<file path="src/rtl/aes_job_queue_if.sv">
// Job, result and core-handshake bundle for aes_job_queue.
// The queue sits on the slave side; producer/consumer/core sit on the master side.
interface aes_job_queue_if #(
  parameter int BLOCK_W = 128,
  parameter int TAG_W   = 4
);
  logic               in_valid;
  logic               in_ready;
  logic [BLOCK_W-1:0] in_data;
  logic               in_dir;
  logic [TAG_W-1:0]   in_tag;

  logic               core_start;
  logic               core_mode;
  logic [BLOCK_W-1:0] core_key;
  logic [BLOCK_W-1:0] core_data;
  logic               core_done;
  logic [BLOCK_W-1:0] core_result;

  logic               out_valid;
  logic               out_ready;
  logic [BLOCK_W-1:0] out_data;
  logic [TAG_W-1:0]   out_tag;
  logic               out_dir;

  modport slave (
    input  in_valid, in_data, in_dir, in_tag, core_done, core_result, out_ready,
    output in_ready, core_start, core_mode, core_key, core_data,
           out_valid, out_data, out_tag, out_dir
  );

  modport master (
    output in_valid, in_data, in_dir, in_tag, core_done, core_result, out_ready,
    input  in_ready, core_start, core_mode, core_key, core_data,
           out_valid, out_data, out_tag, out_dir
  );
endinterface

</file>
<file path="src/rtl/aes_job_queue.sv">
// Buffered, tagged AES job front-end: FIFO of jobs, one-at-a-time issue to an
// external round core via start/done, optional CBC chaining, in-order results.
module aes_job_queue #(
  parameter int DEPTH   = 4,
  parameter int BLOCK_W = 128,
  parameter int TAG_W   = 4,
  parameter int CBC_EN  = 1
) (
  input  logic                         i_clk,
  input  logic                         i_rst,
  input  logic                         i_key_load,
  input  logic [BLOCK_W-1:0]           i_key_in,
  input  logic                         i_iv_load,
  input  logic [BLOCK_W-1:0]           i_iv_in,
  output logic                         o_key_err,
  output logic [$clog2(DEPTH+1)-1:0]   o_q_count,
  output logic                         o_busy,
  aes_job_queue_if.slave               bus
);

  localparam int   PW    = $clog2(DEPTH);
  localparam int   CW    = $clog2(DEPTH + 1);
  localparam logic W_CBC = (CBC_EN != 0);

  typedef enum logic [1:0] {
    S_IDLE  = 2'd0,
    S_ISSUE = 2'd1,
    S_WAIT  = 2'd2,
    S_HOLD  = 2'd3
  } state_t;

  state_t r_state;
  state_t w_state_next;

  logic [BLOCK_W-1:0] r_mem_data [DEPTH];
  logic               r_mem_dir  [DEPTH];
  logic [TAG_W-1:0]   r_mem_tag  [DEPTH];

  logic [PW-1:0]      r_wptr;
  logic [PW-1:0]      r_rptr;
  logic [CW-1:0]      r_count;
  logic [CW-1:0]      w_count_next;
  logic               r_in_ready;
  logic               r_busy;
  logic               w_push;
  logic               w_pop;
  logic               w_done;
  logic               w_key_acc;
  logic               w_iv_acc;

  logic [BLOCK_W-1:0] r_key;
  logic               r_key_valid;
  logic [BLOCK_W-1:0] r_chain;
  logic               r_key_err;

  logic [BLOCK_W-1:0] r_job_data;
  logic               r_job_dir;
  logic [TAG_W-1:0]   r_job_tag;

  logic               r_core_start;
  logic               r_core_mode;
  logic [BLOCK_W-1:0] r_core_data;

  logic               r_out_valid;
  logic [BLOCK_W-1:0] r_out_data;
  logic [TAG_W-1:0]   r_out_tag;
  logic               r_out_dir;

  assign w_push       = bus.in_valid & r_in_ready;
  assign w_pop        = (r_state == S_IDLE) & (r_count != CW'(0)) & r_key_valid;
  assign w_done       = (r_state == S_WAIT) & bus.core_done;
  assign w_count_next = r_count + CW'(w_push) - CW'(w_pop);
  // Key/IV may only change while nothing is queued or in flight.
  assign w_key_acc    = i_key_load & ~r_busy;
  assign w_iv_acc     = i_iv_load & ~r_busy;

  always_comb begin
    w_state_next = r_state;
    case (r_state)
      S_IDLE: begin
        if (w_pop) w_state_next = S_ISSUE;
        else       w_state_next = S_IDLE;
      end
      S_ISSUE: w_state_next = S_WAIT;
      S_WAIT: begin
        if (bus.core_done) w_state_next = S_HOLD;
        else               w_state_next = S_WAIT;
      end
      S_HOLD: begin
        if (bus.out_ready) w_state_next = S_IDLE;
        else               w_state_next = S_HOLD;
      end
      default: w_state_next = S_IDLE;
    endcase
  end

  always_ff @(posedge i_clk or posedge i_rst) begin
    if (i_rst) r_state <= S_IDLE;
    else       r_state <= w_state_next;
  end

  // Queue storage carries no reset; only pointers and count define validity.
  always_ff @(posedge i_clk) begin
    if (w_push) begin
      r_mem_data[r_wptr] <= bus.in_data;
      r_mem_dir[r_wptr]  <= bus.in_dir;
      r_mem_tag[r_wptr]  <= bus.in_tag;
    end
  end

  always_ff @(posedge i_clk or posedge i_rst) begin
    if (i_rst) begin
      r_wptr     <= '0;
      r_rptr     <= '0;
      r_count    <= '0;
      r_in_ready <= 1'b1;
      r_busy     <= 1'b0;
    end else begin
      if (w_push) r_wptr <= r_wptr + PW'(1);
      if (w_pop)  r_rptr <= r_rptr + PW'(1);
      r_count    <= w_count_next;
      r_in_ready <= (w_count_next != CW'(DEPTH));
      r_busy     <= (w_state_next != S_IDLE) | (w_count_next != CW'(0));
    end
  end

  // A single rejection pulse covers a simultaneous bad key and IV load.
  always_ff @(posedge i_clk or posedge i_rst) begin
    if (i_rst) begin
      r_key       <= '0;
      r_key_valid <= 1'b0;
      r_chain     <= '0;
      r_key_err   <= 1'b0;
    end else begin
      r_key_err <= (i_key_load | i_iv_load) & r_busy;
      if (w_key_acc) begin
        r_key       <= i_key_in;
        r_key_valid <= 1'b1;
      end
      if (w_iv_acc)
        r_chain <= i_iv_in;
      else if (w_done && W_CBC)
        r_chain <= r_job_dir ? bus.core_result : r_job_data;
    end
  end

  // Chain cannot move between pop and core_done, so the core input is fixed at pop.
  always_ff @(posedge i_clk or posedge i_rst) begin
    if (i_rst) begin
      r_job_data   <= '0;
      r_job_dir    <= 1'b0;
      r_job_tag    <= '0;
      r_core_mode  <= 1'b0;
      r_core_data  <= '0;
      r_core_start <= 1'b0;
    end else begin
      r_core_start <= (w_state_next == S_ISSUE);
      if (w_pop) begin
        r_job_data  <= r_mem_data[r_rptr];
        r_job_dir   <= r_mem_dir[r_rptr];
        r_job_tag   <= r_mem_tag[r_rptr];
        r_core_mode <= r_mem_dir[r_rptr];
        r_core_data <= (W_CBC && r_mem_dir[r_rptr]) ? (r_mem_data[r_rptr] ^ r_chain)
                                                    : r_mem_data[r_rptr];
      end
    end
  end

  always_ff @(posedge i_clk or posedge i_rst) begin
    if (i_rst) begin
      r_out_valid <= 1'b0;
      r_out_data  <= '0;
      r_out_tag   <= '0;
      r_out_dir   <= 1'b0;
    end else begin
      r_out_valid <= (w_state_next == S_HOLD);
      if (w_done) begin
        r_out_data <= (W_CBC && !r_job_dir) ? (bus.core_result ^ r_chain) : bus.core_result;
        r_out_tag  <= r_job_tag;
        r_out_dir  <= r_job_dir;
      end
    end
  end

  assign bus.in_ready   = r_in_ready;
  assign bus.core_start = r_core_start;
  assign bus.core_mode  = r_core_mode;
  assign bus.core_key   = r_key;
  assign bus.core_data  = r_core_data;
  assign bus.out_valid  = r_out_valid;
  assign bus.out_data   = r_out_data;
  assign bus.out_tag    = r_out_tag;
  assign bus.out_dir    = r_out_dir;
  assign o_key_err      = r_key_err;
  assign o_q_count      = r_count;
  assign o_busy         = r_busy;

endmodule
</file>
<file path="src/flat_wrapper.sv">
// flat-port wrapper written by rule: the top's interface ports become plain ports
module aes_job_queue_flat 
#(
  parameter int DEPTH   = 4,
  parameter int BLOCK_W = 128,
  parameter int TAG_W   = 4,
  parameter int CBC_EN  = 1
)
  (i_clk, i_rst, i_key_load, i_key_in, i_iv_load, i_iv_in, o_key_err, o_q_count, o_busy, bus_in_valid, bus_in_data, bus_in_dir, bus_in_tag, bus_core_done, bus_core_result, bus_out_ready, bus_in_ready, bus_core_start, bus_core_mode, bus_core_key, bus_core_data, bus_out_valid, bus_out_data, bus_out_tag, bus_out_dir);
  aes_job_queue_if #(.BLOCK_W(BLOCK_W), .TAG_W(TAG_W)) bus_i ();
  input  logic i_clk;
  input  logic i_rst;
  input  logic i_key_load;
  input  logic [BLOCK_W-1:0] i_key_in;
  input  logic i_iv_load;
  input  logic [BLOCK_W-1:0] i_iv_in;
  output logic o_key_err;
  output logic [$clog2(DEPTH+1)-1:0] o_q_count;
  output logic o_busy;
  input wire logic [$bits(bus_i.in_valid)-1:0] bus_in_valid;
  input wire logic [$bits(bus_i.in_data)-1:0] bus_in_data;
  input wire logic [$bits(bus_i.in_dir)-1:0] bus_in_dir;
  input wire logic [$bits(bus_i.in_tag)-1:0] bus_in_tag;
  input wire logic [$bits(bus_i.core_done)-1:0] bus_core_done;
  input wire logic [$bits(bus_i.core_result)-1:0] bus_core_result;
  input wire logic [$bits(bus_i.out_ready)-1:0] bus_out_ready;
  output wire logic [$bits(bus_i.in_ready)-1:0] bus_in_ready;
  output wire logic [$bits(bus_i.core_start)-1:0] bus_core_start;
  output wire logic [$bits(bus_i.core_mode)-1:0] bus_core_mode;
  output wire logic [$bits(bus_i.core_key)-1:0] bus_core_key;
  output wire logic [$bits(bus_i.core_data)-1:0] bus_core_data;
  output wire logic [$bits(bus_i.out_valid)-1:0] bus_out_valid;
  output wire logic [$bits(bus_i.out_data)-1:0] bus_out_data;
  output wire logic [$bits(bus_i.out_tag)-1:0] bus_out_tag;
  output wire logic [$bits(bus_i.out_dir)-1:0] bus_out_dir;
  assign bus_i.in_valid = bus_in_valid;
  assign bus_i.in_data = bus_in_data;
  assign bus_i.in_dir = bus_in_dir;
  assign bus_i.in_tag = bus_in_tag;
  assign bus_i.core_done = bus_core_done;
  assign bus_i.core_result = bus_core_result;
  assign bus_i.out_ready = bus_out_ready;
  assign bus_in_ready = bus_i.in_ready;
  assign bus_core_start = bus_i.core_start;
  assign bus_core_mode = bus_i.core_mode;
  assign bus_core_key = bus_i.core_key;
  assign bus_core_data = bus_i.core_data;
  assign bus_out_valid = bus_i.out_valid;
  assign bus_out_data = bus_i.out_data;
  assign bus_out_tag = bus_i.out_tag;
  assign bus_out_dir = bus_i.out_dir;
  aes_job_queue #(.DEPTH(DEPTH), .BLOCK_W(BLOCK_W), .TAG_W(TAG_W), .CBC_EN(CBC_EN)) u_core (.i_clk(i_clk), .i_rst(i_rst), .i_key_load(i_key_load), .i_key_in(i_key_in), .i_iv_load(i_iv_load), .i_iv_in(i_iv_in), .o_key_err(o_key_err), .o_q_count(o_q_count), .o_busy(o_busy), .bus(bus_i));
endmodule
</file>
<file path="config.mk">
export PLATFORM = sky130hd
export DESIGN_NAME = aes_job_queue_flat
export DESIGN_NICKNAME = d
export VERILOG_FILES = /design/src/rtl/aes_job_queue_if.sv /design/src/rtl/aes_job_queue.sv /design/src/flat_wrapper.sv
export SDC_FILE = /design/constraint.sdc
export NUM_CORES = 2
export LEC_CHECK = 0
export CAP_MARGIN = 20
export CORE_AREA = 2 2 358 360
export DETAILED_ROUTE_END_ITERATION = 16
export DIE_AREA = 0 0 360 362
export PLACE_DENSITY = 0.66
export SLEW_MARGIN = 20
export SYNTH_ARGS = -nofsm -noshare
export SYNTH_HDL_FRONTEND = slang
export SYNTH_SLANG_ARGS = --single-unit
export TNS_END_PERCENT = 50
</file>
<file path="constraint.sdc">
create_clock -name i_clk -period 21.6 [get_ports i_clk]
set_clock_uncertainty 0.15 [all_clocks]
set_input_delay 4.32 -clock i_clk [delete_from_list [all_inputs] [get_ports i_clk]]
set_output_delay 4.32 -clock i_clk [all_outputs]
set_load 0.05 [all_outputs]
</file>
==> impl_metrics.ini <==
[worst_setup_path]
required_ns = 22.14
cp-startpoint = i_rst
critPathLaunchType = input pin
slowest_stage = buf_4
path_delay_family = buffers and inverters
crit_top_cell = buf_4
r2r_slack_ns = 17.47
reg2reg_from = u_core.r_rptr[1]
r2r_end = u_core.bus.core_data[51]
crit_path_max_incr_delay_ns = 0.79
worst-path-buf-inv = 6
cp_max_fo = 70
crit_path_end_kind = async pin
path_cells = clkdlybuf4s50_1 > clkinvlp_4 > buf_4 > buf_4 > buf_4 > buf_4
critPathKind = input pin to async pin
cp.arrival_ns = 8.12
reg2reg_depth = 5

[global_routing]
grt_pass1_wl_um = 229600
track_usage_pct = 23.82
grt_max_degree = 146
antenna_found_initial = 69
grt_pass1_vias = 33930
overflow = 0

[logic_synthesis]
yosys.area.top_type = dfrtp_1
synth_adder_area_share_pct = 0.1883
synthSimpleGateAreaFrac_pct = 8.299
yosys_register_bits = 1197
async_flop_share_pct = 55.56
syn_inst = 3579
synth_ff_type = dfrtp_1
synthMuxAreaShare_pct = 11.77
synth_compound_area_share_pct = 10.52
ys_types = 39
yosys_warnings = 0
synth_xor_area_share_pct = 2.307
synth.top_cell.area_share_pct = 32.91
avgSynthCellArea_um2 = 14.11
syn_nets = 4110
synth_edf_count = 532
synth_top_family_by_area = multiplexers
synth_area_um2 = 50490
seq_area_frac_synth_pct = 64.60
synth_area_leaders = dfrtp_1 (33%), edfxtp_1 (32%), mux4_2 (5.9%), mux2_2 (3.4%), nor2b_1 (3.2%)

[timing]
timing.fmax_mhz = 132.0
fin_crit_ns = 7.576
rsz0062_at_grt = false
timing.final.crit_share_pct = 35.08
finalHoldViolations = 0
tightestPinTransition_ns = 1.079
relSlewSlack_pct = 28.10
final-setup-viol-count = 0
final.setup.tns_ns = 0
finalMaxSlewViolations = 0

[die]
fp.dieH_um = 362
start_util_pct = 39.85
dieArea_um2 = 130300
ios = 922
row_count = 131
die_w_um = 360
fp.coreArea_um2 = 126700

[placed_design]
gp_congestion = 0.8680
port_buffers = 921
hpwl_um = 105400

[hold_path]
holdPathEnd = u_core.bus.out_tag[0]
min_path_type = flip-flop to flip-flop
min_path_cells = 2
worstHoldStart = u_core.r_job_tag[0]

[pwr]
p_per_area_nw_per_um2 = 167.9
ir_drop_mv = 0.09936
p_total_mw = 11.00
p_leak_nw = 23.97

[drt]
dr.first_iter.drc_count = 2182
vias_per_cell = 5.346
first_pass_iters = 5
vias = 33220
detail-route-antenna-nets = 0
routed_wirelength_um = 156400
drc_errors = 0
routedWlPerCell_um = 25.16

[clocking]
cts_made_buffers = 130
cts_sinks = 1197
cts_tree = yes
cts-resized-gates = 0
cts.path.max_buffers = 3
postCtsSetupBuffers = 0
h-tree-depth = 4
clk_root_buffer_cell = clkbuf_16
clk_pin_slew_ns = 0.06
clock_latency_ns = 0.80
postCtsHoldBufs = 0

[run]
cap_violations = 0

[run_status]
outcome = completed

[layout]
layout-drive-gt1-share_pct = 12.51
final_nets = 4950
syn_to_final_growth_pct = 29.68
final_core_util_pct = 51.68
==> how the worst max path moves through the flow <==
stage / end / depth (start not counted)
global placement: u_core.r_rptr[0] / 6
global route: u_core.r_rptr[0] / 6
finish: u_core.r_rptr[0] / 6
floorplan: u_core.bus.core_data[0] / 1
detailed placement: u_core.r_rptr[0] / 6
CTS: u_core.r_rptr[0] / 6
==> power by group <==
group          switching, mW  internal [mW]
sequential             0.544           3.23
combinational           3.06           1.94
clock                  0.965           1.25
==> final cells by class <==
type | instances | area (um^2)
diodes | 28 | 70.07
clock buffers | 180 | 3593
clock inverters | 58 | 678.2
fillers | 10730 | 61220
inverters | 9 | 37.54
multi-input cells | 2112 | 16760
flip-flops and latches | 1197 | 32630
well taps | 1662 | 2079
repair buffers | 969 | 9629
==> cells by family (layout without fill, tap and decap cells) <==
logic type,count (synthesis),count (layout)
other,0,28
and+or+nand+nor,805,805
DFF,1197,1197
buffers and inverters,270,1216
AOI/OAI and AO/OA,772,772
xor gates and xnor gates,133,133
muxes,395,395
adders and majority gates,7,7
==> stage by stage <==
step	worst slack [ns]	area, um^2	std cells	hold slack [ns]
floorplan	8.038	50500	3579	0.2804
global placement	12.98	61140	5949	0.2962
detailed placement	12.99	61140	5949	0.3140
CTS	13.86	65410	6187	0.3042
global route	13.44	65450	6205	0.3320
finish	14.02	65480	6215	0.3038
==> placed cells by master (no fill, tap or decap), types with 37 or more instances in the layout <==
cell | Yosys | layout
nor2_1 | 129 | 129
clkdlybuf4s50_1 | 0 | 921
clkbuf_16 | 0 | 132
mux2_1 | 107 | 107
o31ai_1 | 128 | 128
nand3b_1 | 129 | 129
o21ai_0 | 129 | 129
mux2_2 | 154 | 154
xnor2_1 | 132 | 132
mux4_2 | 133 | 132
edfxtp_1 | 532 | 532
nand2_1 | 274 | 274
a31oi_1 | 128 | 128
a211oi_1 | 128 | 128
clkbuf_1 | 172 | 37
a21oi_1 | 128 | 128
a21bo_1 | 103 | 103
dfrtp_1 | 664 | 661
buf_4 | 19 | 44
nor2b_1 | 258 | 256
==> per-layer routing <==
| metal | share of wire (%) | track usage, % | up-vias | wire (um) |
|---|---|---|---|---|
| li1 | - | - | 14950 | - |
| met1 | 39 | 28.06 | 16830 | 60320 |
| met2 | 49 | 39.47 | 1030 | 76850 |
| met3 | 7.3 | 7.504 | 348 | 11440 |
| met4 | 4.7 | 11.75 | 66 | 7335 |
| met5 | 0.27 | 0 | - | 425 |
==> flip-flops by register name, indices dropped and copies added (netlist names), 3 cells and up <==
| signal | count |
|---|---|
| u_core.bus.out_data | 128 |
| u_core.o_q_count | 3 |
| u_core.bus.core_key | 128 |
| u_core.r_mem_dir | 4 |
| u_core.r_job_tag | 4 |
| u_core.r_mem_data | 512 |
| u_core.bus.core_data | 128 |
| u_core.r_job_data | 128 |
| u_core.bus.out_tag | 4 |
| u_core.r_mem_tag | 16 |
| u_core.r_chain | 128 |
==> cells in the mapped netlist (all sizes together) (2+ instances only) <==
master,instances
and3,4
nand3,3
inv,9
buf,88
edfxtp,532
mux4,133
and2,3
o21ai,129
a31oi,128
o21a,2
ha,6
a21bo,128
nor2,129
nor2b,258
clkbuf,173
a21oi,128
xnor2,132
mux2,261
a211oi,128
o31ai,128
dfrtp,664
nand2,274
nand3b,129
==> worst min-delay path, cell delays in order, from the launching register on <==
cell	delay, ns
dfrtp_1	0.34
nand2_1	0.05
nand2_1	0.05
(Power assumes the default switching activity.)
